**src/rtl/ram_burst_pkg.sv**
```systemverilog
// Shared definitions for the burst reader: FSM encoding and default RAM latency.
package ram_burst_pkg;
  typedef enum logic [1:0] {
    IDLE  = 2'd0,
    ISSUE = 2'd1,
    DRAIN = 2'd2
  } state_e;

  localparam int RD_LATENCY_DEF = 2;
endpackage

```
**src/rtl/ram_burst_reader_fifo.sv**
```systemverilog
// Output buffer: small synchronous FIFO with count output.
// An empty FIFO with simultaneous write and read passes the word straight through.
module sync_fifo #(
  parameter int DEPTH = 4,
  parameter int WIDTH = 33
) (
  input  logic                     clk,
  input  logic                     reset_n,
  input  logic                     wr_en,
  input  logic [WIDTH-1:0]         wr_data,
  input  logic                     rd_en,
  output logic [WIDTH-1:0]         rd_data,
  output logic                     full,
  output logic                     empty,
  output logic [$clog2(DEPTH):0]   count
);
  localparam int AW = $clog2(DEPTH);
  localparam int CW = AW + 1;

  logic [WIDTH-1:0] mem [DEPTH];
  logic [AW-1:0]    wp, rp;
  logic             bypass, do_wr, do_rd;

  assign empty   = (count == '0);
  assign full    = (count == CW'(DEPTH));
  assign bypass  = empty & wr_en & rd_en;
  assign do_wr   = wr_en & (~full | rd_en) & ~bypass;
  assign do_rd   = rd_en & ~empty;
  assign rd_data = empty ? wr_data : mem[rp];

  always_ff @(posedge clk or negedge reset_n) begin
    if (!reset_n) begin
      wp    <= '0;
      rp    <= '0;
      count <= '0;
    end else begin
      if (do_wr) wp <= wp + 1'b1;
      if (do_rd) rp <= rp + 1'b1;
      count <= count + CW'(do_wr) - CW'(do_rd);
    end
  end

  always_ff @(posedge clk) begin
    if (do_wr) mem[wp] <= wr_data;
  end
endmodule

```
**src/rtl/ram_burst_reader.sv**
```systemverilog
// Streams a burst of words out of a pipelined RAM port; issue is credit-limited
// so every word in flight already owns a FIFO slot.
module ram_burst_reader
  import ram_burst_pkg::*;
#(
  parameter int ADDR_WIDTH = 10,
  parameter int DATA_WIDTH = 32,
  parameter int RD_LATENCY = RD_LATENCY_DEF,
  parameter int FIFO_DEPTH = 4
) (
  input  logic                  clk,
  input  logic                  reset_n,
  input  logic                  req_valid,
  output logic                  req_ready,
  input  logic [ADDR_WIDTH-1:0] req_addr,
  input  logic [ADDR_WIDTH-1:0] req_len_m1,
  output logic [ADDR_WIDTH-1:0] ram_addr,
  input  logic [DATA_WIDTH-1:0] ram_rdata,
  output logic                  out_valid,
  input  logic                  out_ready,
  output logic [DATA_WIDTH-1:0] out_data,
  output logic                  out_last,
  output logic                  busy
);
  localparam int CW = $clog2(FIFO_DEPTH) + 1;

  state_e                 state;
  logic [ADDR_WIDTH-1:0]  rem;
  logic                   init_q;
  logic [RD_LATENCY-1:0]  vld_pipe, last_pipe;
  logic [CW-1:0]          fifo_count, inflight;
  logic [CW:0]            outstanding;
  logic                   issue, fifo_rd, fifo_full, fifo_empty;
  logic [DATA_WIDTH:0]    fifo_rdata;

  always_comb begin
    inflight = '0;
    for (int k = 0; k < RD_LATENCY; k++) inflight = inflight + CW'(vld_pipe[k]);
  end

  assign outstanding = {1'b0, fifo_count} + {1'b0, inflight};
  assign issue       = (state == ISSUE) && (outstanding < (CW+1)'(FIFO_DEPTH));
  // init_q keeps req_ready low until the first edge after reset release
  assign req_ready   = init_q && (state == IDLE);
  assign busy        = (state != IDLE);
  assign out_valid   = ~fifo_empty;
  assign fifo_rd     = out_valid & out_ready;
  assign out_data    = out_valid ? fifo_rdata[DATA_WIDTH-1:0] : '0;
  assign out_last    = out_valid & fifo_rdata[DATA_WIDTH];

  always_ff @(posedge clk or negedge reset_n) begin
    if (!reset_n) begin
      state     <= IDLE;
      ram_addr  <= '0;
      rem       <= '0;
      init_q    <= 1'b0;
      vld_pipe  <= '0;
      last_pipe <= '0;
    end else begin
      init_q       <= 1'b1;
      vld_pipe[0]  <= issue;
      last_pipe[0] <= issue && (rem == '0);
      for (int k = 1; k < RD_LATENCY; k++) begin
        vld_pipe[k]  <= vld_pipe[k-1];
        last_pipe[k] <= last_pipe[k-1];
      end
      case (state)
        IDLE: if (req_valid && req_ready) begin
          ram_addr <= req_addr;
          rem      <= req_len_m1;
          state    <= ISSUE;
        end
        ISSUE: if (issue) begin
          ram_addr <= ram_addr + 1'b1;
          rem      <= rem - 1'b1;
          if (rem == '0) state <= DRAIN;
        end
        DRAIN: if (fifo_rd && fifo_rdata[DATA_WIDTH]) state <= IDLE;
        default: state <= IDLE;
      endcase
    end
  end

  sync_fifo #(
    .DEPTH (FIFO_DEPTH),
    .WIDTH (DATA_WIDTH + 1)
  ) u_fifo (
    .clk     (clk),
    .reset_n (reset_n),
    .wr_en   (vld_pipe[RD_LATENCY-1]),
    .wr_data ({last_pipe[RD_LATENCY-1], ram_rdata}),
    .rd_en   (fifo_rd),
    .rd_data (fifo_rdata),
    .full    (fifo_full),
    .empty   (fifo_empty),
    .count   (fifo_count)
  );
endmodule

```
**config.mk**
```make
export PLATFORM = sky130hd
export DESIGN_NAME = ram_burst_reader
export DESIGN_NICKNAME = d
export VERILOG_FILES = /design/src/rtl/ram_burst_pkg.sv /design/src/rtl/ram_burst_reader_fifo.sv /design/src/rtl/ram_burst_reader.sv
export SDC_FILE = /design/constraint.sdc
export NUM_CORES = 1
export LEC_CHECK = 0
export CAP_MARGIN = 10
export CORE_MARGIN = 2
export CORE_UTILIZATION = 57
export CTS_BUF_LIST = sky130_fd_sc_hd__clkbuf_8
export CTS_CLUSTER_SIZE = 20
export DETAILED_ROUTE_END_ITERATION = 6
export PLACE_DENSITY = 0.92
export SYNTH_ARGS = -nofsm -noshare
export SYNTH_HDL_FRONTEND = slang
export SYNTH_HIERARCHICAL = 1
export SYNTH_SLANG_ARGS = --single-unit
```
**constraint.sdc**
```tcl
create_clock -name clk -period 3.2 [get_ports clk]
set_clock_uncertainty 0.05 [all_clocks]
set_input_delay 0.64 -clock clk [delete_from_list [all_inputs] [get_ports clk]]
set_output_delay 0.64 -clock clk [all_outputs]
set_load 0.02 [all_outputs]
```
# After elaboration in Yosys (flattened, before gate mapping)
# Memories as Yosys holds them, arrays and structs flattened.
# Cells that the tools add are included.
dict set report word_totals {
  regBits 34
  latch_bits 0
  mem_bits_rw 132
  mem_bits_ro 0
  output_inout_bits 46
  n_memories 1
}
# name words width rd rd_clocked_by_memory_dff write_ports line_no
set mem_list {}
lappend mem_list {u_fifo.mem 4 33 1 0 1 ram_burst_reader_fifo.sv:20} ;# logic [WIDTH-1:0] mem [DEPTH];
dict set report classes {
  n_addsub 8
  multipliers 0
  div_mod_pow 0
  order_cmp 1
  n_eq_ne 7
  shifts 0
  muxes 15
  bitwise_logic 11
  reduce_logical 12
}
# operator count
set op_table {}
lappend op_table {{$mux W10} 4}
lappend op_table {{$pmux W10 S2} 2}
lappend op_table {{$mux W33} 1}
lappend op_table {{$mux W32} 1}
lappend op_table {{$add A10 B1 Y10 const B} 1}
lappend op_table {{$logic_not A10 Y1} 1}
lappend op_table {{$sub A10 B1 Y10 const B} 1}
lappend op_table {{$mux W2} 4}
lappend op_table {{$and A1 B1 Y1} 7}
lappend op_table {{$pmux W2 S3} 1}
lappend op_table {{$logic_and A1 B1 Y1} 5}
lappend op_table {{$add A2 B1 Y2 const B} 2}
lappend op_table {{$add A3 B2 Y4} 1}
lappend op_table {{$lt A4 B3 Y1 const B} 1}
lappend op_table {{$ne A2 B1 Y1 const B} 2}
lappend op_table {{$ne A2 B2 Y1 const B} 2}
lappend op_table {{$reduce_and A4 Y1} 1}
lappend op_table {{$reduce_bool A2 Y1} 2}
lappend op_table {{$add A3 B1 Y3} 1}
lappend op_table {{$eq A3 B3 Y1 const B} 1}
lappend op_table {{$logic_not A3 Y1} 1}
lappend op_table {{$not A1 Y1} 3}
lappend op_table {{$reduce_and A3 Y1} 1}
lappend op_table {{$sub A3 B1 Y3} 1}
lappend op_table {{other kinds (6)} 7}

# Logic depth before layout (Yosys ltp)
# Gate-level depths: netlist (run 1).
dict set report logic_depth {
  ltp_word 8
  ltp_mapped 12
  mapped_depth_nobuf 11
}

# By module
# Netlist (run 1), hierarchy kept.
# module n_inst cells_each area_each_um2 seq_area_each_um2
set by_module_without_submodules {}
lappend by_module_without_submodules {sync_fifo 1 245 5602.9 4139.0}
lappend by_module_without_submodules {ram_burst_reader 1 216 1849.3 675.6}

# Worst setup path after synthesis (run 1)
# Ideal clock, no wire load.
dict set report synth_path {
  path_kind {register to register}
  from {register u_fifo.count[1]}
  to {register u_fifo.count[2]}
  setup_ps 123
  t_arrival_ps 2721
  t_required_ps 3027
  setup_slack_ps 306
  stages_incl_launch_ff 13
  path_buffers 1
  cell_sequence {dfrtp_1 > nor3_2 > buf_4 > nor2b_1 > xnor2_1 > o31a_1 > inv_1 > ha_1 > inv_1 > ha_1 > fa_1 > xnor2_1 > xnor2_1}
}
dict set report synth_via {
  elab_chain_len 8
  elab_cells_between_ends 14
  cone_classes {add/sub: 2; eq/ne: 1; bitwise: 10; reduce/logical: 1}
}
# item line_no
set synth_lines {}
lappend synth_lines {{start: declaration} ram_burst_reader_fifo.sv:15} ;# output logic [$clog2(DEPTH):0] count
lappend synth_lines {{start signal: assignment} ram_burst_reader_fifo.sv:39} ;# count <= count + CW'(do_wr) - CW'(do_rd);
lappend synth_lines {{$logic_not A3 Y1 (*)} ram_burst_reader_fifo.sv:24} ;# assign empty = (count == '0);
lappend synth_lines {{named net fifo_empty} ram_burst_reader.sv:33} ;# logic issue, fifo_rd, fifo_full, fifo_empty;
lappend synth_lines {{$not A1 Y1 (*)} ram_burst_reader.sv:46} ;# assign out_valid = ~fifo_empty;
lappend synth_lines {{$and A1 B1 Y1 (*)} ram_burst_reader.sv:47} ;# assign fifo_rd = out_valid & out_ready;
lappend synth_lines {{named net fifo_rd} ram_burst_reader.sv:33}
lappend synth_lines {{$or A1 B1 Y1 / $and A1 B1 Y1 (equally long branches)} {ram_burst_reader_fifo.sv:27, ram_burst_reader_fifo.sv:26}}
lappend synth_lines {{$and A1 B1 Y1 / $not A1 Y1 (equally long branches)} ram_burst_reader_fifo.sv:27} ;# assign do_wr = wr_en & (~full | rd_en) & ~bypass;
lappend synth_lines {{$and A1 B1 Y1} ram_burst_reader_fifo.sv:27}
lappend synth_lines {{$add A3 B1 Y3} ram_burst_reader_fifo.sv:39}
lappend synth_lines {{$sub A3 B1 Y3 (*)} ram_burst_reader_fifo.sv:39}
# Mark *: on every way through the listed nets, which the timed path passes. The rest lies on a longest branch.
# A chain may end at the register's enable or synchronous reset.

# Final worst setup path (run 1)
dict set report layout_path {
  from {register u_fifo.rp[0]}
  to {output out_data[1]}
}
dict set report layout_via {
  elab_chain_len 3
}
# item line_no
set layout_lines {}
lappend layout_lines {{start: declaration} ram_burst_reader_fifo.sv:21} ;# logic [AW-1:0] wp, rp;
lappend layout_lines {{start signal: assignment} ram_burst_reader_fifo.sv:38} ;# if (do_rd) rp <= rp + 1'b1;
lappend layout_lines {{$mem_v2 Z4 W33} --}
lappend layout_lines {{$mux W33} ram_burst_reader_fifo.sv:29} ;# assign rd_data = empty ? wr_data : mem[rp];
lappend layout_lines {{named net fifo_rdata[1]} ram_burst_reader.sv:34} ;# logic [DATA_WIDTH:0] fifo_rdata;
lappend layout_lines {{$mux W32} ram_burst_reader.sv:48} ;# assign out_data = out_valid ? fifo_rdata[DATA_WIDTH-1:0] : '0;
lappend layout_lines {{end: declaration} ram_burst_reader.sv:21} ;# output logic [DATA_WIDTH-1:0] out_data,
# The timed path passes the listed nets, and every way through them passes these cells.

==> results of run 1 <==
==> layout make-up <==
type	instances	share of cell area
Clock inverter	15	0.0171
Multi-Input combinational cell	257	0.268
Clock buffer	17	0.0255
Tap cell	172	0.0235
Sequential cell	166	0.525
Inverter	13	0.00532
Timing Repair Buffer	124	0.136
==> where the power goes <==
| part | switching (W) | internal, W | total (W) |
|---|---|---|---|
| clock network | 0.000742 | 0.000697 | 0.00144 |
| logic | 0.00238 | 0.00219 | 0.00456 |
| registers | 0.000340 | 0.00299 | 0.00333 |
==> per-layer routing <==
metal	wire, um	vias to the layer above
li1	-	2031
met1	5960	2222
met2	7670	160
met3	903	13
met4	119	0
met5	0	-
==> state kept, by name (all words and copies together), names as in the netlist <==
name / flops
rem: 10
u_fifo/wp: 2
ram_addr: 10
u_fifo/count: 3
state: 2
vld_pipe: 2
u_fifo/mem: 132
last_pipe: 2
u_fifo/rp: 2
init_q: 1
==> path summary, 6_finish.rpt <==
kind                                                start                         to  slack, ns
max in group asynchronous                         reset_n   u_fifo/rp[1]$_DFFE_PN0P_       2.21
min in group asynchronous                         reset_n         rem[7]$_DFFE_PN0P_       0.55
worst min register to register     last_pipe[0]$_DFF_PN0_     last_pipe[1]$_DFF_PN0_       0.33
worst min-delay path               last_pipe[0]$_DFF_PN0_     last_pipe[1]$_DFF_PN0_       0.33
worst max register to register  u_fifo/count[0]$_DFF_PN0_  u_fifo/count[2]$_DFF_PN0_       0.42
worst max-delay path             u_fifo/rp[0]$_DFFE_PN0P_                out_data[1]       0.13
==> timing repair <==
action | CTS | global route
gates resized for setup | 34 | 0
setup buffers | 7 | 1
pin swaps | 1 | 0
endpoints found under the setup margin | 33 | 10
hold buffers | 0 | 0
cloned | 1 | 0
==> critical path, cell delays in order, from the launching register on <==
cell and delay, ns:
dfrtp_2 0.42, buf_4 0.14, buf_12 0.14, mux4_1 0.55, mux2_2 0.26, nor2b_1 0.12, dlygate4sd2_1 0.31
==> cell usage in the layout, fill, tap and decap left out, drive strengths merged, types with 12 or more instances in the layout <==
master           n
edfxtp         132
clkdlybuf4s50   68
nor2b           37
mux2            34
dfrtp           34
dlygate4sd2     33
mux4            33
buf             22
nor2            20
clkbuf          17
inv             17
a21oi           15
nand2           12
==> through the flow <==
stage | setup slack, ns | instance area, um2 | std cells | total power, W | utilization
floorplan | 0.319 | 7440 | 460 | 0.00637 | -
global placement | 0.243 | 8710 | 723 | 0.00787 | 0.688
detailed placement | 0.170 | 8710 | 723 | 0.00806 | 0.688
CTS | 0.0336 | 9150 | 763 | 0.00937 | 0.722
global route | 0.0235 | 9170 | 764 | 0.00986 | 0.724
finish | 0.125 | 9170 | 764 | 0.00933 | 0.724
==> results.json, run 1 <==
{
  "core-area_mm2": 0.0127,
  "start_util": 0.588,
  "layout.nets": 645,
  "start_kind": "flop",
  "diodes": 0,
  "clk_latency_ns": 0.43,
  "cts_inserted_buffers": 17,
  "min_delay_path_depth": 0,
  "drc": 0,
  "cts_root_buf": "clkbuf_8",
  "met3_usage": 0.0565,
  "final_hold_viol_count": 0,
  "whs_ns": 0.332,
  "wl_mm": 14.6,
  "worst_pin_slew_ns": 0.920,
  "syn2layout_area_growth_pct": 23.1,
  "firstDrtPassIters": 5,
  "postSynthAreaPerCell_um2": 16.2,
  "rsz0062_at_grt": "no",
  "drive_gt1_frac": 0.223,
  "use_met1": 0.270,
  "die_w_um": 118,
  "nFillCells": 787,
  "min_path_type": "reg2reg",
  "max-vdd-ir-drop_mv": 0.593,
  "arrival_ns": 2.38,
  "globalplace.congestion": 0.799,
  "clock_tree.buffer_depth": 2,
  "vias": 4426,
  "fin_tns_setup_ns": 0,
  "r2r_cells": 12,
  "fp-row-count": 41,
  "maxSlewViolCount": 0,
  "worstPathMaxFanout": 11,
  "critPathRequiredTime_ns": 2.51,
  "grt_pass1_wl_mm": 23.5,
  "period_share": 0.961,
  "multiInputGateArea_mm2": 0.00245,
  "fmax_ghz": 0.325,
  "powerDensity_mw_per_mm2": 1020,
  "grt_pass1_vias": 4628,
  "area.sequential_mm2": 0.00482,
  "cts.clk_slew.worst_paths_ns": 0.09,
  "antenna_found_initial": 0,
  "max_slew_margin": 0.387,
  "die_area_mm2": 0.0140,
  "synthCells": 460,
  "setup-violations-final": 0,
  "die_y_um": 118,
  "p_leak_nw": 3.33,
  "grt-ovfl-total": 0,
  "antenna_left": 0,
  "cap_violations": 0,
  "outcome": "completed",
  "cts_tree": "built",
  "cts.sinks": 166,
  "detail_route.wl_per_cell_um": 19.2,
  "syn-cell-area_mm2": 0.00744,
  "grtUsageTotal": 0.216,
  "grt_max_degree": 35,
  "busiest_layer": "met2",
  "drtIter0Drc": 360,
  "end_kind": "output port",
  "port_buffers": 101,
  "h-tree-depth": 4,
  "path_class": "reg2out",
  "synth.net_count": 526,
  "grtUsageMet2": 0.379,
  "post-route-min-period_ns": 3.07,
  "yosys_warnings": 6,
  "io_pins": 102,
  "dpl.hpwl_mm": 9.53,
  "vias_per_cell": 5.79
}
Power figures use the tool's default switching activity.
==> run 2: changes to the inputs <==
CORE_UTILIZATION = 56   (was 57)
GPL_TIMING_DRIVEN = 0   (was default)
PLACE_DENSITY = 0.82   (was 0.92)
SYNTH_HIERARCHICAL = default   (was 1)
==> run 2 against run 1 <==
Count of clock-buffer cells in the layout stayed put. Via count is 8.5% lower. First-iteration DRC count down 23%. Sequential power is 3% lower. Sequential cell count unchanged. Sequential share of layout area is 3.9 points higher. Clock power shrank 5%. Synthesized area down 7.1%. Register-to-register slack gained 0.31 ns. Final cell count decreased by 10%. Final area shrank 7.0%.
==> results.json, run 2 <==
{
  "outcome": "completed",
  "final_core_util": 0.710,
  "die_w_um": 115,
  "worst_pin_slew_ns": 0.914,
  "synth.net_count": 477,
  "layout_common_cells": "edfxtp_1, clkdlybuf4s50_1, and2_1",
  "postSynthAreaPerCell_um2": 16.9,
  "r2r_cells": 9,
  "die_y_um": 115,
  "dpl_cell_area_mm2": 0.00811,
  "grt_pass1_vias": 4286,
  "core-area_mm2": 0.0120,
  "whs_ns": 0.212,
  "antenna_left": 0,
  "clock_tree.buffer_depth": 2,
  "cap_violations": 0,
  "detail_route.wl_per_cell_um": 20.0,
  "syn2layout_area_growth_pct": 23.2,
  "worstPathMaxFanout": 10,
  "diodes": 0,
  "drtIter0Drc": 279,
  "max_slew_margin": 0.391,
  "wl_mm": 13.7,
  "ctsHoldBuffers": 0,
  "layout_commonest_cell": "edfxtp_1",
  "io_pins": 102,
  "vias_per_cell": 5.92,
  "post-synth-top-count-cell": "edfxtp_1",
  "fp-row-count": 40,
  "cts_tree": "built",
  "ys_seq_area_frac": 0.696,
  "critPathSlowestCell": "clkdlybuf4s50_1",
  "yosysTopAreaCellShare": 0.573,
  "nFillCells": 795,
  "maxSlewViolCount": 0,
  "h-tree-depth": 4,
  "dpl.hpwl_mm": 9.05,
  "grt_max_degree": 35,
  "ys_ff_latch": 166,
  "synthDistinctLibCells": 51,
  "firstDrtPassIters": 4,
  "layout.nets": 595,
  "drive_gt1_frac": 0.164,
  "grtUsageTotal": 0.220,
  "period_share": 0.971,
  "largest_reg_flops": 132,
  "clk_latency_ns": 0.44,
  "final_cell_area_mm2": 0.00853,
  "start_kind": "flop",
  "synth_common_cells": "edfxtp_1, and2_1, dfrtp_1",
  "yosysTopAreaCell": "edfxtp_1",
  "cts.sinks": 166,
  "cts_inserted_buffers": 17,
  "top_regs": "u_fifo.mem: 132 flops, ram_addr: 10 flops, rem: 10 flops",
  "drc": 0,
  "cts_root_buf": "clkbuf_8",
  "critPathRequiredTime_ns": 2.51,
  "setup-violations-final": 0,
  "yosys_warnings": 0,
  "syn-cell-area_mm2": 0.00692,
  "ys_top_cells_by_area": "edfxtp_1, dfrtp_1, mux4_2",
  "r2r_slack_ns": 0.73,
  "rsz0062_at_grt": "yes",
  "min_path_type": "in2async",
  "max-vdd-ir-drop_mv": 0.468,
  "start_util": 0.576,
  "multiInputGateArea_mm2": 0.00198,
  "powerDensity_mw_per_mm2": 963,
  "path_class": "reg2out",
  "globalplace.congestion": 0.845,
  "p_leak_nw": 3.07,
  "final_hold_viol_count": 0,
  "end_kind": "output port",
  "grt-ovfl-total": 0,
  "power_w": 0.00821,
  "critical_path.top_delay_family": "buffers and inverters",
  "die_area_mm2": 0.0133,
  "top_register": "u_fifo.mem",
  "synth-edff-count": 132,
  "final_cells": 685,
  "vias": 4052,
  "arrival_ns": 2.42,
  "synthCells": 409,
  "critPathMaxStageDelay_ns": 0.54,
  "post_cts.repair.setup_buffers": 0,
  "antenna_found_initial": 0,
  "crit_cells": 5,
  "cts.clk_slew.worst_paths_ns": 0.08,
  "synthArstFlopShare": 0.205,
  "yosys_most_used_dff": "edfxtp_1",
  "port_buffers": 101,
  "dp.cells": 657,
  "area.sequential_mm2": 0.00481,
  "crit_buf_inv": 3,
  "fmax_ghz": 0.322,
  "grt_pass1_wl_mm": 21.7,
  "cp_cell_sequence": "buf_4 -> buf_6 -> mux4_2 -> and2_1 -> clkdlybuf4s50_1",
  "post-route-min-period_ns": 3.11
}
## run 2: cell types whose count changed in the layout (fill, tap and decap cells not counted), moves of 6 or more
cell | previous run | this run
dlymetal6s2s_1 | 0 | 9
nor2b_1 | 37 | 2
buf_4 | 16 | 1
a21o_1 | 0 | 6
mux2_2 | 34 | 0
dlygate4sd2_1 | 33 | 0
buf_12 | 6 | 0
a211oi_1 | 7 | 1
clkdlybuf4s50_1 | 68 | 91
clkbuf_1 | 0 | 6
a21oi_1 | 15 | 5
and2_1 | 0 | 36
o41ai_1 | 0 | 6
## run 2: layer usage
layer,share of wire,GRT usage
met1,0.42,0.288
met2,0.51,0.365
met3,0.052,0.0480
met4,0.018,0.0892
met5,0,0
## run 2: final cells by class
type,instances,area share
Multi-Input combinational cell,210,0.232
Buffer,19,0.0141
Inverter,12,0.00528
Timing Repair Buffer,101,0.121
Tap cell,147,0.0216
Clock buffer,17,0.0274
Clock inverter,13,0.0139
Sequential cell,166,0.565
## run 2: timing repair
item / in CTS / in global routing
pin swaps: 0 / 0
setup endpoints to repair: 29 / 29
gates resized for setup: 16 / 11
## run 2: where the power goes
group	internal, W	switching, W	leakage (nW)	total (W)
Clock	0.000669	0.000701	0.190	0.00137
Combinational	0.00176	0.00187	1.28	0.00362
Sequential	0.00292	0.000292	1.61	0.00322
Total	0.00535	0.00286	3.07	0.00821
## run 2: kinds of logic after synthesis
| family | Yosys count | share of synthesized area |
|---|---|---|
| fa+ha+maj | 12 | 0.0228 |
| compound gates | 54 | 0.0620 |
| mux | 35 | 0.110 |
| other cells | 1 | 0.000542 |
| simple gates | 104 | 0.0841 |
| flops | 166 | 0.696 |
| xor+xnor | 4 | 0.00507 |
| buf+inv | 33 | 0.0192 |
## run 2: worst paths after layout
check | from | to
max | u_fifo.rp[0]$_DFFE_PN0P_ | out_data[23]
min | reset_n | rem[8]$_DFFE_PN0P_
max reg2reg | u_fifo.count[2]$_DFF_PN0_ | u_fifo.count[2]$_DFF_PN0_
min reg2reg | last_pipe[0]$_DFF_PN0_ | last_pipe[1]$_DFF_PN0_
max in group asynchronous | reset_n | ram_addr[6]$_DFFE_PN0P_
min in group clk | last_pipe[0]$_DFF_PN0_ | last_pipe[1]$_DFF_PN0_
## run 2: per-stage QoR
stage | setup TNS (ns) | setup slack [ns]
2_1_floorplan | 0 | 0.826
4_1_cts | 0 | 0.00575
6_report | 0 | 0.0936
5_1_grt | -0.153 | -0.0363
3_5_place_dp | 0 | 0.215
3_3_place_gp | -14.17 | -0.115
## run 2: worst register-to-register path, cell delays in order (launching register included)
cell and delay (ns):
dfrtp_1 0.46, or3_4 0.47, and2_1 0.17, clkbuf_1 0.14
ha_1 0.29, inv_1 0.05, ha_1 0.13, inv_1 0.05
fa_1 0.37, xor2_1 0.17
